`src/rtl/fetch_unit.sv`:
```
// Instruction fetch stage: PC register, return-address stack, sync-read ROM
// interface and a one-deep fetch pipeline that squashes the in-flight word on
// every taken redirect.
module fetch_unit #(
    parameter  int PC_W  = 10,
    parameter  int DEPTH = 8,
    localparam int SP_W  = $clog2(DEPTH + 1)
) (
    input  logic            clk,
    input  logic            rst,
    input  logic            stall,
    output logic [PC_W-1:0] imem_addr,
    output logic            imem_en,
    input  logic [15:0]     imem_rdata,
    output logic [15:0]     inst,
    output logic            inst_valid,
    output logic [PC_W-1:0] inst_pc,
    input  logic            jump_taken,
    input  logic            call,
    input  logic            ret,
    input  logic [PC_W-1:0] jump_target,
    output logic [SP_W-1:0] stack_depth,
    output logic            stack_ovf,
    output logic            stack_unf
);

    // Stack index width; a single-entry stack still needs one address bit.
    localparam int IDX_W = (DEPTH > 1) ? $clog2(DEPTH) : 1;

    logic [PC_W-1:0]  pc;
    logic [PC_W-1:0]  inst_pc_q;
    logic             valid_q;
    logic [SP_W-1:0]  sp;
    logic             ovf_q;
    logic             unf_q;
    logic [PC_W-1:0]  stack_mem [DEPTH];

    logic             redirect;
    logic             do_call;
    logic             do_ret;
    logic             stack_full;
    logic             stack_empty;
    logic [IDX_W-1:0] top_idx;
    logic [PC_W-1:0]  ret_target;
    logic [PC_W-1:0]  target;
    logic [PC_W-1:0]  push_data;

    // Redirect decode: only a live, non-stalled instruction may steer the PC.
    // NOTE: every signal gets a default at the top of always_comb so no path
    // leaves it unassigned, which would otherwise infer a latch.
    always_comb begin
        redirect    = 1'b0;
        do_call     = 1'b0;
        do_ret      = 1'b0;
        stack_full  = (sp == SP_W'(DEPTH));
        stack_empty = (sp == '0);
        top_idx     = IDX_W'(sp - SP_W'(1));
        ret_target  = '0;
        target      = jump_target;
        push_data   = inst_pc_q + PC_W'(1);

        redirect = valid_q & ~stall & (jump_taken | call | ret);
        do_ret   = redirect & ret;
        do_call  = redirect & ~ret & call;

        if (!stack_empty) begin
            ret_target = stack_mem[top_idx];
        end
        if (ret) begin
            target = ret_target;
        end
    end

    // PC, fetch pipeline, stack pointer and sticky error flags.
    // NOTE: sequential state uses non-blocking assignments so every register
    // samples pre-edge values regardless of statement order.
    always_ff @(posedge clk) begin
        if (rst) begin
            pc        <= '0;
            inst_pc_q <= '0;
            valid_q   <= 1'b0;
            sp        <= '0;
            ovf_q     <= 1'b0;
            unf_q     <= 1'b0;
        end else if (!stall) begin
            if (redirect) begin
                pc      <= target;
                valid_q <= 1'b0;
                if (do_call) begin
                    if (stack_full) ovf_q <= 1'b1;
                    else            sp    <= sp + SP_W'(1);
                end
                if (do_ret) begin
                    if (stack_empty) unf_q <= 1'b1;
                    else             sp    <= sp - SP_W'(1);
                end
            end else begin
                inst_pc_q <= pc;
                valid_q   <= 1'b1;
                pc        <= pc + PC_W'(1);
            end
        end
    end

    // Return-address storage written on a successful push.
    // NOTE: the stack array is deliberately not reset; its contents are only
    // read below sp, and sp itself is reset.
    always_ff @(posedge clk) begin
        if (!rst && do_call && !stack_full) begin
            stack_mem[IDX_W'(sp)] <= push_data;
        end
    end

    assign imem_addr   = pc;
    assign imem_en     = ~stall;
    assign inst        = imem_rdata;
    assign inst_valid  = valid_q;
    assign inst_pc     = inst_pc_q;
    assign stack_depth = sp;
    assign stack_ovf   = ovf_q;
    assign stack_unf   = unf_q;

endmodule
```
`config.mk`:
```
export PLATFORM = sky130hd
export DESIGN_NAME = fetch_unit
export DESIGN_NICKNAME = d
export VERILOG_FILES = /design/src/rtl/fetch_unit.sv
export SDC_FILE = /design/constraint.sdc
export NUM_CORES = 1
export LEC_CHECK = 0
export ABC_AREA = 1
export CORE_MARGIN = 2
export CORE_UTILIZATION = 55
export CTS_CLUSTER_DIAMETER = 50
export DETAILED_ROUTE_END_ITERATION = 6
export DONT_BUFFER_PORTS = 1
export PLACE_DENSITY_LB_ADDON = 0.3
export SETUP_SLACK_MARGIN = 0.15
export SLEW_MARGIN = 20
export SYNTH_ARGS = -nofsm -noshare
export SYNTH_HDL_FRONTEND = slang
export SYNTH_SLANG_ARGS = --single-unit
```
`constraint.sdc`:
```
create_clock -name clk -period 3 [get_ports clk]
set_input_delay 0.9 -clock clk [delete_from_list [all_inputs] [get_ports clk]]
set_output_delay 0.9 -clock clk [all_outputs]
set_load 0.05 [all_outputs]
```
# After elaboration in Yosys (flattened, before gate mapping)
# Memory sizes are Yosys's and may differ from the RTL's.
# Cells that the tools add are included.
[op_classes]
add_sub_neg = 4
n_eq_ne = 1
muxes = 10
n_bitwise = 10
n_reduce_logical = 9
[ops]
columns = ["op", "n"]
rows = [
  ["$mux W10", 3],
  ["$add A10 B1 Y10 const B", 2],
  ["$mux W4", 4],
  ["$reduce_and A4 Y1", 2],
  ["$and A1 B1 Y1", 5],
  ["$add A4 B1 Y4 const B", 1],
  ["$eq A4 B4 Y1 const B", 1],
  ["$logic_not A4 Y1", 1],
  ["$reduce_and A2 Y1", 2],
  ["$sub A4 B1 Y4 const B", 1],
  ["$mux W1", 3],
  ["$not A1 Y1", 3],
  ["$logic_and A1 B1 Y1", 2],
  ["$logic_not A1 Y1", 2],
  ["$or A1 B1 Y1", 2],
]
[totals]
ff_bits = 27
ram_bits = 80
inputBits = 32
elab_cells = 41
mem_count = 1
[mem_list]
columns = ["name", "depth", "word_bits", "read_ports", "rd_clocked_by_memory_dff", "wr", "line_no", "source"]
rows = [
  ["stack_mem", 8, 10, 1, 0, 1, "36", "logic [PC_W-1:0] stack_mem [DEPTH];"],
]

# Logic depth before layout (Yosys ltp)
# Gate-level depths: netlist of the first run.
[logic_depth]
depth_word = 9
depth_mapped = 13
ltp_nobuf = 11

# Least setup slack after synthesis of the first run
# No wires, ideal clock.
[synth_path]
path_kind = "register to register"
start = "reg sp[0], in the netlist stack_depth[0]"
end = "mem stack_mem[4][0] (enable)"
arrival_ns = 2.439
setup_slack_ns = 0.171
stages_incl_launch_ff = 10
n_path_buf = 2
cell_sequence = "dfxtp_1 buf_4 inv_4 buf_2 ha_1 nand3_1 nand2_2 nor2_2 nand2_1 nor3_1"
[synth_via]
elab_chain_len = 5
[synth_lines]
columns = ["element", "line_no", "source"]
rows = [
  ["start, declared", "33", "logic [SP_W-1:0] sp;"],
  ["start signal, assigned", "91", "else sp <= sp + SP_W'(1);"],
  ["start signal, assigned", "95", "else sp <= sp - SP_W'(1);"],
  ["$eq A4 B4 Y1", "55", "stack_full = (sp == SP_W'(DEPTH));"],
  ["$logic_not A1 Y1", "109", "if (!rst && do_call && !stack_full) begin"],
  ["$logic_and A1 B1 Y1", "109", ""],
  ["$mux W1", "109", ""],
  ["$mux W1 (not written as such)", "110", "stack_mem[IDX_W'(sp)] <= push_data;"],
  ["end, declared", "36", ""],
]
# Parallel ways exist; a longest one is shown, timed or not.

# Worst setup path in the final report of the first run
[layout_path]
start = "reg sp[2], in the netlist stack_depth[2]"
end = "out stack_depth[2]"
[layout_rtl]
columns = ["element", "line_no", "source"]
rows = [
  ["end, declared", "22", "output logic [SP_W-1:0] stack_depth,"],
]
# No word-level cell between the ends.

==> run metrics, run 1 <==
Post-CTS Repair Setup Buffers=0; vias in the first global route=3,495; NetSw=between 0.7 and 0.8 mW; die height=approximately 100 µm; grt peak-use layer=met2; CTS H-tree depth=3; most frequent cells in the layout=nand2_1, edfxtp_1, nor2_1; clock skew=0.01321 ns; Crit. End Element=output port; slew margin rel.=39.08%; Clock Latency Late Sink=0.36 ns; synthesized netlist net count=559; CP delay by family, top=flip-flops; clock share of power=about a third; synthesized flop and latch total=107; FP Rows=34; final HPWL from detailed placement=between 8 and 9 mm; Final GP Congestion=0.8771; Antenna diodes=0; Post-Route WL=roughly 12 mm; final hold viol count=0; initial antenna violation count=0; worst-path cell chain=buf_4; Core ar.=8763 µm²; Port Buffers=0; most common cell after layout, fill and taps aside=nand2_1; IO Pins=76; sequential fraction of the synthesis area=58.70%; Leak Pwr=~2.1 nW; die area=9895 µm²; Combinational Power Share=8.1%; sequential power share=between 60% and 70%; Syn-to-layout area delta=5.490%; share of layout cells above drive strength 1=12.17%; Pint=2.044 mW; drt via density=5.694; CTS Sinks=107; Post-CTS Resized=0; CTS root buffer=clkbuf_8; RSZ-0062 raised after global routing=false; Unique masters post-synth=32; cts bufs inserted=9; CP max FO=9; setup violators final=0; clk buf depth=2; Fmax=about 430 MHz; # hold bufs at CTS=0; mapped cell area=5014 µm²; Fill cells=approximately 760; met2 Track Usage GR=40.59%; syn avg cell area=9.605 µm²; Initial Utilization=57.21%; nets=558; Final ANT Viol Nets=0; Arr. time, crit path=1.40 ns; Vias=around 3,600; worst-margin pin slew=0.9107 ns; required time worst endpoint=2.10 ns; peak supply drop=378.8 µV; grt total ovfl=0; CP max-delay cell=dfxtp_1; Switching Share=roughly a quarter; initial drt markers=239; setup_tns=0 ns; All-Layer GR Usage=24.98%; DR pass1 iterations=5; met3 Use GR=4.919%; Remaining DRCs=0; crit path time final=approximately 2.3 ns; first-pass GRT wire length=18.55 mm; maxcap violations=0; Critical Path Max Stage Delay=0.73 ns; post-synthesis cell count=522; CTS clk-pin slew, worst paths=0.11 ns; M1 GR Usage=33.79%; outcome=finished, final reports clean; Period Utilization, post-route=between 70% and 80%; Chip Width=between 90 and 100 µm; synth warn=0; Critical Path Source Type=register; Worst Path Buf+Inv=1; Crit Path Class=register to output port; Overall Power=2.780 mW; Avg WL per Cell=18.86 µm; Max Slew Vio Count=0; largest net degree at the start of global routing=46; Hold Path Class=register to register; PwrDens=525.7 nW/µm²; TritonCTS clock tree=built
==> power by group through the flow <==
stage	Sequential, mW	Combinational (mW)	Clock (mW)
floorplan	1.74	0.182	0
global placement	1.71	0.219	0
detailed placement	1.71	0.223	0
CTS	1.68	0.225	0.889
global route	1.68	0.246	0.941
finish	1.68	0.226	0.876
==> Yosys cell counts <==
cell	n	share of area, %
buf_6	2	0.45
nand2_2	3	0.37
buf_4	21	3.1
nor2_4	2	0.45
inv_2	4	0.30
nor2_2	2	0.25
o22ai_1	6	0.75
a211oi_1	1	0.15
o21ai_1	5	0.50
dfxtp_1	27	11
nand3_2	2	0.40
inv_1	37	2.8
nor3_1	8	0.80
nor2_1	66	4.9
nand4_1	1	0.12
nand3_1	43	4.3
xor2_1	12	2.1
nand2_1	108	8.1
inv_4	2	0.25
edfxtp_1	80	48
nor3_2	3	0.60
xnor2_2	1	0.32
a21oi_1	20	2.0
o21ai_0	43	4.3
nand2_4	1	0.22
xor2_4	1	0.55
nor2_8	1	0.40
o211ai_1	1	0.15
ha_1	5	1.2
buf_2	10	1.0
o21ai_2	1	0.17
clkbuf_1	3	0.22
==> metal layers <==
layer	up-vias	wire, µm	part of all wire, %
met3	29	826	6.9
met1	1708	4881	41
li1	1730	-	-
met5	-	0	0
met4	0	396	3.3
met2	143	5853	49
==> worst min-delay path, stage by stage, from the launching register on <==
cell     delay [ns]
dfxtp_1        0.33
inv_1          0.11
a21oi_1        0.07
==> cell families (layout without fill, tap and decap cells) <==
family                     count (synthesis)  after routing  synth area share, %
DFF                                      107            107                58.70
adders and majority gates                  5              5                1.248
xor gates and xnor gates                  14             14                2.970
AOI/OAI and AO/OA                         77             77                8.011
and+or+nand+nor                          240            240                20.94
buffers and inverters                     79             83                8.136
==> sequential cells by signal (all words and copies together), names as in the netlist <==
register	count
inst_pc	10
stack_depth	4
inst_valid	1
stack_unf	1
stack_ovf	1
imem_addr	10
stack_mem	80
==> area by class of cell <==
| type | count | area (µm²) | share of cell area [%] |
|---|---|---|---|
| sequential | 107 | 2944 | 55.67 |
| multi-input combinational | 336 | 1663 | 31.44 |
| timing repair buffer | 24 | 180.2 | 3.407 |
| inverter | 43 | 166.4 | 3.146 |
| clock buffer | 11 | 151.4 | 2.863 |
| tap | 108 | 135.1 | 2.555 |
| clock inverter | 5 | 48.80 | 0.9226 |
==> path summary, 6_finish.rpt <==
check                              startpoint                        end  slack, ns  depth (start not counted)
setup reg to reg  stack_depth[0]$_SDFFE_PP0P_  imem_addr[2]$_SDFFE_PP0N_       0.72                         10
setup / recovery  stack_depth[2]$_SDFFE_PP0P_             stack_depth[2]       0.70                          1
hold / removal        inst_valid$_SDFFE_PP0N_    inst_valid$_SDFFE_PP0N_       0.54                          2
hold reg to reg       inst_valid$_SDFFE_PP0N_    inst_valid$_SDFFE_PP0N_       0.54                          2
==> through the flow <==
step | setup slack (ns) | hold slack (ns) | cell area, µm² | instances | utilization [%]
5_1_grt | 0.5127 | 0.5713 | 5289 | 634 | 60.35
3_3_place_gp | 0.6519 | 0.5155 | 5089 | 618 | 58.07
6_report | 0.6978 | 0.5395 | 5289 | 634 | 60.35
2_1_floorplan | 0.1706 | 0.6365 | 5014 | 522 | -
4_1_cts | 0.6833 | 0.5414 | 5289 | 634 | 60.35
3_5_place_dp | 0.6161 | 0.5260 | 5089 | 618 | 58.07
Power figures use the tool's default switching activity.
==> run 2, diff against run 1 <==
==> constraint.sdc (replaced) <==
create_clock -name clk -period 1.9 [get_ports clk]
set_input_delay 0.57 -clock clk [delete_from_list [all_inputs] [get_ports clk]]
set_output_delay 0.57 -clock clk [all_outputs]
set_load 0.05 [all_outputs]
==> run metrics, run 2 (synthesis gave the netlist of run 1 again) <==
required time worst endpoint=1.33 ns; peak supply drop=490.6 µV; placed cells=651; initial antenna violation count=0; grt total ovfl=0; worst-path cell chain=buf_4; CP max FO=5; final hold viol count=0; Arr. time, crit path=1.20 ns; min-delay src=rst; CP max-delay cell=dfxtp_1; Clock Latency Late Sink=0.35 ns; PwrDens=745.7 nW/µm²; vias in the first global route=~3,700; cts bufs inserted=9; CTS Sinks=107; DR pass1 iterations=5; IO Pins=between 70 and 80; Top reg by flops=stack_mem; final std cells w/o fill=677; Chip Width=99.48 µm; Worst Path Buf+Inv=1; Final GP Congestion=about 0.91; All-Layer GR Usage=26.32%; CP delay by family, top=flip-flops; Antenna diodes=0; Finished Cell Area=5927 µm²; CP startpoint=inst_pc[6]$_SDFFE_PP0P_; TritonCTS clock tree=built; drt via density=5.678; slew margin rel.=61.10%; Port Buffers=0; outcome=finished, final reports clean; CTS root buffer=clkbuf_8; Crit Path Class=register to output port; Crit. End Element=output port; CTS clk-pin slew, worst paths=around 0.10 ns; clk buf depth=2; Final ANT Viol Nets=0; most common cell after layout, fill and taps aside=nand2_1; Avg WL per Cell=18.84 µm; setup violators final=0; Period Utilization, post-route=93.37%; Max Slew Vio Count=0; die height=99.48 µm; maxcap violations=0; final HPWL from detailed placement=8.459 mm; max reg flops=80; Critical Path Source Type=register; initial drt markers=456; hold slack=~0.27 ns; crit path time final=about 1.8 ns; first-pass GRT wire length=roughly 20 mm; RR Startpoint=stack_depth[1]$_SDFFE_PP0P_; clock skew=roughly 0.011 ns; most frequent cells in the layout=nand2_1, edfxtp_1, nor2_1; FP Rows=34; Post-Route WL=12.75 mm; Vias=3,844; nets=601; Core ar.=~8800 µm²; Hold Path Class=primary input to register; fin util=67.63%; Syn-to-layout area delta=18.22%; die area=9895 µm²; Initial Utilization=~57%; Leak Pwr=between 2 and 2.5 nW; Fill cells=674; Remaining DRCs=0; Fmax=563.7 MHz; share of layout cells above drive strength 1=23.37%; largest net degree at the start of global routing=45; Critical Path Max Stage Delay=0.57 ns; RSZ-0062 raised after global routing=true; DP Area=5453 µm²; Overall Power=between 4 and 5 mW; CTS H-tree depth=3; worst-margin pin slew=0.5828 ns
## run 2: cell count changes in the layout (fill, tap and decap cells not counted), sizes merged
cell and delta:
clkinvlp +1, nor2 +2, inv -3, buf +40, clkbuf +3
## run 2: metrics by stage
stage	worst slack, ns	setup TNS (ns)
after floorplan	-0.1446	-7.322
after global placement	-0.1311	-6.612
after detailed placement	-0.1775	-8.035
after CTS	0.1264	0
after global routing	0.07988	0
final	0.1259	0
## run 2: report_power, final
group	total, mW	switching, mW	internal (mW)
registers	2.60	0.0408	2.55
clock network	1.33	0.708	0.620
logic	0.497	0.347	0.150
## run 2: final timing paths
path,end,slack (ns),cells after the start
setup / recovery,inst_pc[6],0.13,1
hold reg to reg,inst_valid$_SDFFE_PP0N_,0.49,2
hold / removal,stack_unf$_SDFFE_PP0P_,0.27,1
setup reg to reg,imem_addr[7]$_SDFFE_PP0N_,0.13,8
## run 2: repair_timing
item / CTS / global route
pin swaps: 3 / 3
setup buffers: 3 / 4
gates resized for setup: 16 / 16
hold buffers: 0 / 0
gates cloned: 1 / 2
setup endpoints to repair: 112 / 90
## run 2: cell type report
| cell class | instances | area, µm² | share of cell area, % |
|---|---|---|---|
| flip-flops and latches | 107 | 2959 | 49.93 |
| clock inverters | 3 | 12.51 | 0.2111 |
| well taps | 108 | 135.1 | 2.280 |
| multi-input cells | 338 | 1884 | 31.79 |
| inverters | 43 | 177.7 | 2.998 |
| clock buffers | 13 | 180.2 | 3.040 |
| repair buffers | 65 | 578.1 | 9.753 |
## run 2: routing by layer
layer / track usage, % / share of wire (%) / up-vias
met3: 6.606 / 9.3 / 30
met2: 41.63 / 48 / 198
met5: 0 / 0 / -
li1: - / - / 1819
met1: 35.18 / 40 / 1797
met4: 10.54 / 2.4 / 0
==> run 3, diff against run 2 <==
--- a/config.mk
+++ b/config.mk
@@ -8,7 +8,6 @@
 export ABC_AREA = 1
 export CORE_MARGIN = 2
 export CORE_UTILIZATION = 55
-export CTS_CLUSTER_DIAMETER = 50
 export DETAILED_ROUTE_END_ITERATION = 6
 export DONT_BUFFER_PORTS = 1
 export PLACE_DENSITY_LB_ADDON = 0.3
==> results of run 3 <==
Final layout, timing and power as in run 2 (identical DEF).
